**src/rtl/reg_scoreboard.sv**
```systemverilog
// Register scoreboard: per-register pending-write counters between ID and WB,
// RAW/destination-full stall generation and WB-bypass forward selects.

typedef enum logic {
  rs1_s_id_id = 1'b0,
  rs1_s_wb_id = 1'b1
} rs1_forward_id_t;

typedef enum logic {
  rs2_s_id_id = 1'b0,
  rs2_s_wb_id = 1'b1
} rs2_forward_id_t;

module reg_scoreboard #(
  parameter int CNT_W = 2
) (
  input  logic            clk,
  input  logic            rst,
  input  logic            issue_valid,
  input  logic            issue_we,
  input  logic [4:0]      issue_rd_s,
  input  logic [4:0]      id_rs1_s,
  input  logic [4:0]      id_rs2_s,
  input  logic            id_uses_rs1,
  input  logic            id_uses_rs2,
  input  logic            wb_valid,
  input  logic            wb_we,
  input  logic [4:0]      wb_rd_s,
  input  logic            squash_valid,
  input  logic [4:0]      squash_rd_s,
  output logic            id_stall,
  output rs1_forward_id_t rs1_forward_id,
  output rs2_forward_id_t rs2_forward_id,
  output logic [5:0]      inflight,
  output logic            sb_err
);

  localparam logic [CNT_W-1:0] CNT_MAX = '1;

  logic [CNT_W-1:0] cnt_q [32];
  logic [CNT_W-1:0] cnt_d [32];
  logic [CNT_W-1:0] eff   [32];
  logic [5:0]       inflight_q, inflight_d;
  logic             sb_err_q, sb_err_d;
  logic [31:0]      dec_wb, dec_sq, inc;
  logic             haz_1, haz_2, full, do_issue;

  always_comb begin
    logic [CNT_W+1:0] c_ext, n_ext, tot;
    // NOTE: every comb output gets a default first so no path leaves it unassigned (no latch).
    dec_wb     = '0;
    dec_sq     = '0;
    inc        = '0;
    c_ext      = '0;
    n_ext      = '0;
    tot        = '0;
    sb_err_d   = sb_err_q;
    inflight_d = '0;
    for (int r = 0; r < 32; r++) begin
      eff[r]   = '0;
      cnt_d[r] = '0;
    end

    // x0 is never tracked: its decrements and its counter stay at zero.
    for (int r = 1; r < 32; r++) begin
      dec_wb[r] = wb_valid & wb_we & (wb_rd_s == 5'(r));
      dec_sq[r] = squash_valid & (squash_rd_s == 5'(r));
      c_ext     = (CNT_W+2)'(cnt_q[r]);
      n_ext     = (CNT_W+2)'(dec_wb[r]) + (CNT_W+2)'(dec_sq[r]);
      eff[r]    = (c_ext < n_ext) ? '0 : CNT_W'(c_ext - n_ext);
    end

    haz_1    = id_uses_rs1 & (id_rs1_s != 5'd0) & (eff[id_rs1_s] != '0);
    haz_2    = id_uses_rs2 & (id_rs2_s != 5'd0) & (eff[id_rs2_s] != '0);
    full     = issue_we & (issue_rd_s != 5'd0) & (eff[issue_rd_s] == CNT_MAX);
    id_stall = issue_valid & (haz_1 | haz_2 | full);
    do_issue = issue_valid & ~id_stall & issue_we & (issue_rd_s != 5'd0);
    if (do_issue) inc[issue_rd_s] = 1'b1;

    rs1_forward_id = (dec_wb[id_rs1_s] && eff[id_rs1_s] == '0) ? rs1_s_wb_id : rs1_s_id_id;
    rs2_forward_id = (dec_wb[id_rs2_s] && eff[id_rs2_s] == '0) ? rs2_s_wb_id : rs2_s_id_id;

    // Underflow clamps at zero, overflow saturates; both are sticky errors.
    for (int r = 1; r < 32; r++) begin
      c_ext = (CNT_W+2)'(cnt_q[r]);
      n_ext = (CNT_W+2)'(dec_wb[r]) + (CNT_W+2)'(dec_sq[r]);
      tot   = c_ext + (CNT_W+2)'(inc[r]) - n_ext;
      if (c_ext < n_ext) begin
        cnt_d[r] = '0;
        sb_err_d = 1'b1;
      end else if (tot > (CNT_W+2)'(CNT_MAX)) begin
        cnt_d[r] = CNT_MAX;
        sb_err_d = 1'b1;
      end else begin
        cnt_d[r] = tot[CNT_W-1:0];
      end
      inflight_d = inflight_d + 6'(cnt_d[r]);
    end
  end

  always_ff @(posedge clk or posedge rst) begin
    if (rst) begin
      // NOTE: the counter array is control state, not storage, so every entry is reset.
      for (int r = 0; r < 32; r++) cnt_q[r] <= '0;
      inflight_q <= '0;
      sb_err_q   <= 1'b0;
    end else begin
      // NOTE: sequential state uses non-blocking assignments so all flops update together.
      for (int r = 0; r < 32; r++) cnt_q[r] <= cnt_d[r];
      inflight_q <= inflight_d;
      sb_err_q   <= sb_err_d;
    end
  end

  assign inflight = inflight_q;
  assign sb_err   = sb_err_q;

endmodule
```
**config.mk**
```make
export PLATFORM = sky130hd
export DESIGN_NAME = reg_scoreboard
export DESIGN_NICKNAME = d
export VERILOG_FILES = /design/src/rtl/reg_scoreboard.sv
export SDC_FILE = /design/constraint.sdc
export NUM_CORES = 1
export LEC_CHECK = 0
export CAP_MARGIN = 15
export CORE_ASPECT_RATIO = 1.25
export CORE_UTILIZATION = 45
export DETAILED_ROUTE_END_ITERATION = 6
export SYNTH_ARGS = -nofsm -noshare
export SYNTH_HDL_FRONTEND = slang
export SYNTH_SLANG_ARGS = --single-unit
```
**constraint.sdc**
```tcl
create_clock -name clk -period 19.7 [get_ports clk]
set_input_delay 3.94 -clock clk [delete_from_list [all_inputs] [get_ports clk]]
set_output_delay 3.94 -clock clk [all_outputs]
set_load 0.02 [all_outputs]
```
---- Word-level counts from Yosys, hierarchy flattened ----
Cells that the tools add are included.
storage, ports and cells
  flip-flop bits (word level) ............. 69
  logic and storage cells ................. 582
  output and inout bits ................... 10
  input port bits ......................... 34
operators by class
  bitwise operators ....................... 79
  equality and inequality tests ........... 63
  add/subtract/negate cells ............... 154
  $lt $le $gt $ge ......................... 69
  muxes and demuxes ....................... 173
  reduce and logical (&&, ||, !) cells .... 11
operators with widths
  operator                                                                      number
  2-bit 2-to-1 mux                                                              99
  5-bit == test, second input constant                                          32
  6-bit by 2-bit adder with 6-bit output                                        26
  4-bit by 2-bit > comparator with 1-bit output, second input constant          31
  3-bit by 2-bit subtractor with 4-bit output                                   31
  2-bit by 1-bit adder with 3-bit output                                        31
  5-bit by 4-bit == test with 1-bit output, second input constant               16
  1-bit bitwise AND                                                             73
  1-bit 2-to-1 mux                                                              67
  1-bit by 1-bit adder with 2-bit output                                        31
  2-bit less-than comparator                                                    31
  62-bit nonzero test                                                           1
  2-bit subtractor                                                              31
  5-bit by 3-bit == test with 1-bit output, second input constant               8
  32-bit 2-to-1 mux                                                             1
  2-bit binary-select mux with 5-bit select                                     3
  5-bit by 2-bit == test with 1-bit output, second input constant               4
  6-bit >= comparator, second input constant                                    3
  5-bit by 6-bit less-than comparator with 1-bit output, second input constant  3
  5-bit inverter with 6-bit output                                              3
  5-bit nonzero test                                                            3
  1-bit binary-select mux with 5-bit select                                     2
  5-bit by 1-bit == test with 1-bit output, second input constant               2
  5-bit by 2-bit adder with 6-bit output                                        1
  11 further kinds                                                              16

---- Logic depth before layout (Yosys ltp) ----
  depth after elaboration ................. 83
  mapped depth ............................ 46
  depth with buffers taken out ............ 44

---- Least setup slack after synthesis ----
OpenSTA, ideal clock, no wires.
  kind .................................... input to register
  start ................................... input wb_rd_s[3]
  end ..................................... register inflight_q[5], in the netlist inflight[5]
  data required time ...................... 19.575 ns
  setup slack ............................. 6.190 ns
  setup time .............................. 0.125 ns
  buffers on the path ..................... 3
  stages .................................. 42
  arrival time ............................ 13.385 ns
  path through ............................ clkbuf_1 nand2b_1 clkbuf_1 nor2_1 ha_1 ha_1 inv_1 fa_1 nor2b_1 mux4_2 a221o_1 nor3_2 o32ai_1 a221oi_4 buf_6 nand3_1 ha_1 inv_1 [... 6 more ...] inv_1 fa_1 inv_1 fa_1 fa_1 inv_1 fa_1 fa_1 inv_1 fa_1 inv_1 ha_1 inv_1 fa_1 inv_1 a21o_1 a21oi_1 xnor2_1
between the ends
  word-level cells in the longest chain between the ends .. 53
  elaborated cells between the ends (all ways) .. 394
  classes of those cells .................. 154 x add/sub; 62 x order compare; 32 x eq/ne; 103 x mux; 41 x bitwise; 2 x reduce/logical
RTL lines
  what                                                                   line    RTL
  start: declaration                                                     28      input logic [4:0] wb_rd_s,
  5-bit == test, or another cell as far along                            66      dec_wb[r] = wb_valid & wb_we & (wb_rd_s == 5'(r));
  1-bit bitwise AND                                                      66
  1-bit by 1-bit adder with 2-bit output                                 69, 86
  2-bit subtractor / 2-bit less-than comparator (equally long branches)  70, 88
  2-bit 2-to-1 mux                                                       70      eff[r] = (c_ext < n_ext) ? '0 : CNT_W'(c_ext - n_ext);
  2-bit binary-select mux with 5-bit select, on equally long branches    73, 74
  2-bit 2-to-1 mux, on equally long branches (2 in a row)                73, 74
  2-bit nonzero test, on equally long branches                           73, 74
  [... 13 more ...]                                                      --
  2-bit 2-to-1 mux                                                       88      if (c_ext < n_ext) begin
  2-bit by 2-bit adder with 3-bit output                                 97      inflight_d = inflight_d + 6'(cnt_d[r]);
  3-bit by 2-bit adder with 4-bit output                                 97
  4-bit by 2-bit adder with 5-bit output                                 97
  5-bit by 2-bit adder with 6-bit output                                 97
  6-bit by 2-bit adder with 6-bit output (25 in a row)                   97
  6-bit by 2-bit adder with 6-bit output (*)                             97
  named net inflight_d[5]                                                43      logic [5:0] inflight_q, inflight_d;
  end signal: assignment                                                 110     inflight_q <= inflight_d;
  end: declaration                                                       43
The timed path passes the listed nets; every way through them passes the cells marked *. The select of a mux whose other input is x is not followed.
A chain may end at the register's enable or synchronous reset.

---- Final worst setup path ----
  start ................................... input wb_valid
  end ..................................... register inflight_q[5], in the netlist inflight[5]
between the ends
  word-level cells in the longest chain between the ends .. 53
  elaborated cells between the ends (all ways) .. 364
  classes of those cells .................. 154 x add/sub; 62 x order compare; 1 x eq/ne; 103 x mux; 42 x bitwise; 2 x reduce/logical
RTL lines
  what                                                                   line    RTL
  start: declaration                                                     26      input logic wb_valid,
  1-bit bitwise AND (*)                                                  66
  1-bit bitwise AND                                                      66
  1-bit by 1-bit adder with 2-bit output                                 69, 86
  2-bit subtractor / 2-bit less-than comparator (equally long branches)  70, 88
  2-bit 2-to-1 mux                                                       70
  2-bit binary-select mux with 5-bit select, on equally long branches    73, 74
  2-bit 2-to-1 mux, on equally long branches (2 in a row)                73, 74
  2-bit nonzero test, on equally long branches                           73, 74
  [... 13 more ...]                                                      --
  2-bit 2-to-1 mux                                                       88
  2-bit by 2-bit adder with 3-bit output                                 97
  3-bit by 2-bit adder with 4-bit output                                 97
  4-bit by 2-bit adder with 5-bit output                                 97
  5-bit by 2-bit adder with 6-bit output                                 97
  6-bit by 2-bit adder with 6-bit output (25 in a row)                   97
  6-bit by 2-bit adder with 6-bit output (*)                             97
  named net inflight_d[5]                                                43
Marks and branches as above.

==> results.json <==
{
  "rsz0062_at_grt": "false",
  "synth_top_cells_by_area": "fa_1 (25%), ha_1 (17%), dfrtp_1 (14%)",
  "grt_pass1_vias": 10400,
  "tightest_slew_ns": 1.15,
  "cts_tree": "built",
  "grt_use_total": 0.305,
  "cp.required_ns": 19.95,
  "r2r-end": "inflight[5]",
  "finClkSkew_ns": 0.0121,
  "postCtsHoldBufs": 0,
  "num-nets-final": 1754,
  "critPathMaxStageDelay_ns": 0.60,
  "netlist_top_cells_count": "inv_1 (329), ha_1 (164), fa_1 (150)",
  "cpMostUsedCell": "fa_1",
  "syn_area_mm2": 0.0120,
  "dp_hpwl_um": 32800,
  "end_kind": "register",
  "crit_fanout": 22,
  "syn_nets": 1732,
  "cts_resized": 0,
  "grt_overflow_total": 0,
  "timing.final.crit_share": 0.786,
  "wire_per_inst_um": 22.5,
  "die_y_um": 185,
  "rr_startpoint": "cnt_q[54]",
  "r2r_slack_ns": 9.16,
  "fillers": 2571,
  "crit_end": "inflight[5]",
  "critPathLaunch": "wb_valid",
  "synth_top_cell_by_area": "fa_1",
  "hold_viol": 0,
  "crit_cells": 43,
  "die-area_mm2": 0.0274,
  "antenna_found_initial": 0,
  "async_reset_ff_frac": 1.00,
  "setup_viol": 0,
  "cts_buffers": 9,
  "period_minus_slack_ns": 15.48,
  "vias": 10100,
  "finalSetupTns_ns": 0,
  "insertion_delay_ns": 0.37,
  "synth-seq-cells": 69,
  "cp.buffers_inverters": 11,
  "drive_gt1_frac": 0.0248,
  "ios": 44,
  "routed_wl_um": 39400,
  "cp_data_arrival_time_ns": 15.73,
  "core_mm2": 0.0262,
  "rr_worst_depth": 38,
  "synthFlopType": "dfrtp_1",
  "outcome": "complete, no violations",
  "clk_root_buffer_cell": "clkbuf_16",
  "slowest_stage": "a21oi_1",
  "drv_cap": 0,
  "max_slew_margin": 0.228,
  "synth_top_area_frac": 0.249,
  "firstDrtPassIters": 6,
  "grt_first_pass_wirelength_um": 60900,
  "antenna_cells": 0,
  "yosysWarnings": 0,
  "drt-initial-drc-count": 747,
  "antenna_left": 0,
  "hold_class": "reg2reg",
  "start_kind": "primary input",
  "htreeDepth": 3,
  "critical_path_class": "in2reg",
  "synth_edf_count": 0,
  "place_congestion": 0.970,
  "netlist_instances": 1384,
  "initial_utilization": 0.460,
  "rows": 66,
  "drc": 0,
  "maxSlewViolCount": 0,
  "synth_cell_types": 75,
  "grt_max_degree": 70,
  "clock-sinks": 69,
  "area_growth_pct": 8.55,
  "ys_seq_area_frac": 0.143,
  "vias_per_cell": 5.76,
  "post-cts-setup-buffer-count": 0,
  "die_x_um": 148,
  "cp_top_family": "adder cells",
  "synth.most_common_cell": "inv_1",
  "cts_buffer_depth": 2,
  "max_freq_mhz": 64.6,
  "syn_avg_cell_area_um2": 8.70,
  "portBuffers": 43,
  "clkTransAtPathRegs_ns": 0.06
}
-- state kept, by name, summed over array words and instances, names as in the netlist --
| register | cells |
|---|---|
| inflight | 6 |
| cnt_q | 62 |
| sb_err | 1 |
-- worst register-to-register path: cells and delay by family (launching register included) --
| family | cells | cell delay [ns] |
|---|---|---|
| mux | 1 | 0.46 |
| xor+xnor | 1 | 0.12 |
| simple gates | 4 | 0.66 |
| compound gates | 8 | 2.36 |
| flops | 1 | 0.38 |
| fa+ha+maj | 13 | 5.43 |
| buf+inv | 11 | 1.03 |
-- worst min-delay path by stage --
| stage | start | to | slack (ns) | cells past startpoint |
|---|---|---|---|---|
| finish | cnt_q[10] | cnt_q[10] | 0.66 | 2 |
| global route | cnt_q[10] | cnt_q[10] | 0.69 | 2 |
| CTS | cnt_q[2] | cnt_q[2] | 0.66 | 2 |
| detailed placement | cnt_q[2] | cnt_q[2] | 0.64 | 2 |
| global placement | cnt_q[54] | cnt_q[54] | 0.62 | 2 |
| floorplan | cnt_q[2] | cnt_q[2] | 0.61 | 2 |
-- cell families (layout without fill, tap and decap cells) --
kind of cell	count (synthesis)	after routing	share of synthesized area
muxes	5	5	0.00873
AOI/OAI and AO/OA	230	230	0.130
and+or+nand+nor	380	380	0.167
xor gates and xnor gates	18	18	0.0131
buffers and inverters	368	395	0.118
DFF	69	69	0.143
adders and majority gates	314	314	0.420
-- stage by stage --
step | utilization | hold slack, ns | cell area (um^2) | worst slack, ns | cells
global route | 0.499 | 0.687 | 13100 | 3.78 | 1751
CTS | 0.499 | 0.656 | 13100 | 4.28 | 1751
detailed placement | 0.487 | 0.640 | 12800 | 3.91 | 1735
floorplan | - | 0.608 | 12000 | 6.19 | 1384
global placement | 0.487 | 0.625 | 12800 | 3.91 | 1735
finish | 0.499 | 0.656 | 13100 | 4.22 | 1751
-- cell usage in the layout, fill, tap and decap left out, types with 6 or more instances in the layout --
cell type	count
a21oi_1	46
a31oi_1	22
and4b_1	8
buf_4	7
clkbuf_16	9
clkdlybuf4s50_1	42
dfrtp_1	69
fa_1	150
ha_1	164
inv_1	328
nand2_1	55
nand2b_1	18
nand3_1	59
nand3b_1	12
nand4_1	14
nand4b_1	10
nor2_1	103
nor2b_1	29
nor3_1	31
nor3b_1	6
nor4_1	8
o211ai_1	12
o21a_1	20
o21ai_0	47
o311ai_0	11
xnor2_1	10
xor2_1	8
-- metal layers --
layer  wire length [um]  vias to the layer above  GRT usage
met5                  0                        -          0
met4               3050                        0      0.213
met3               2480                      114     0.0377
met2              18900                      394      0.514
met1              14900                     4947      0.362
li1                   -                     4638          -
-- layout make-up --
cell class | instances | area, um^2 | share of cell area
Tap cell | 340 | 425 | 0.0325
Clock buffer | 13 | 270 | 0.0207
Timing Repair Buffer | 50 | 478 | 0.0366
Sequential cell | 69 | 1730 | 0.132
Clock inverter | 3 | 42.5 | 0.00325
Inverter | 329 | 1240 | 0.0946
Multi-Input combinational cell | 947 | 8890 | 0.680
Power is not shown: default switching activity piles up to over one toggle a cycle in this logic, so the estimate is an artifact.
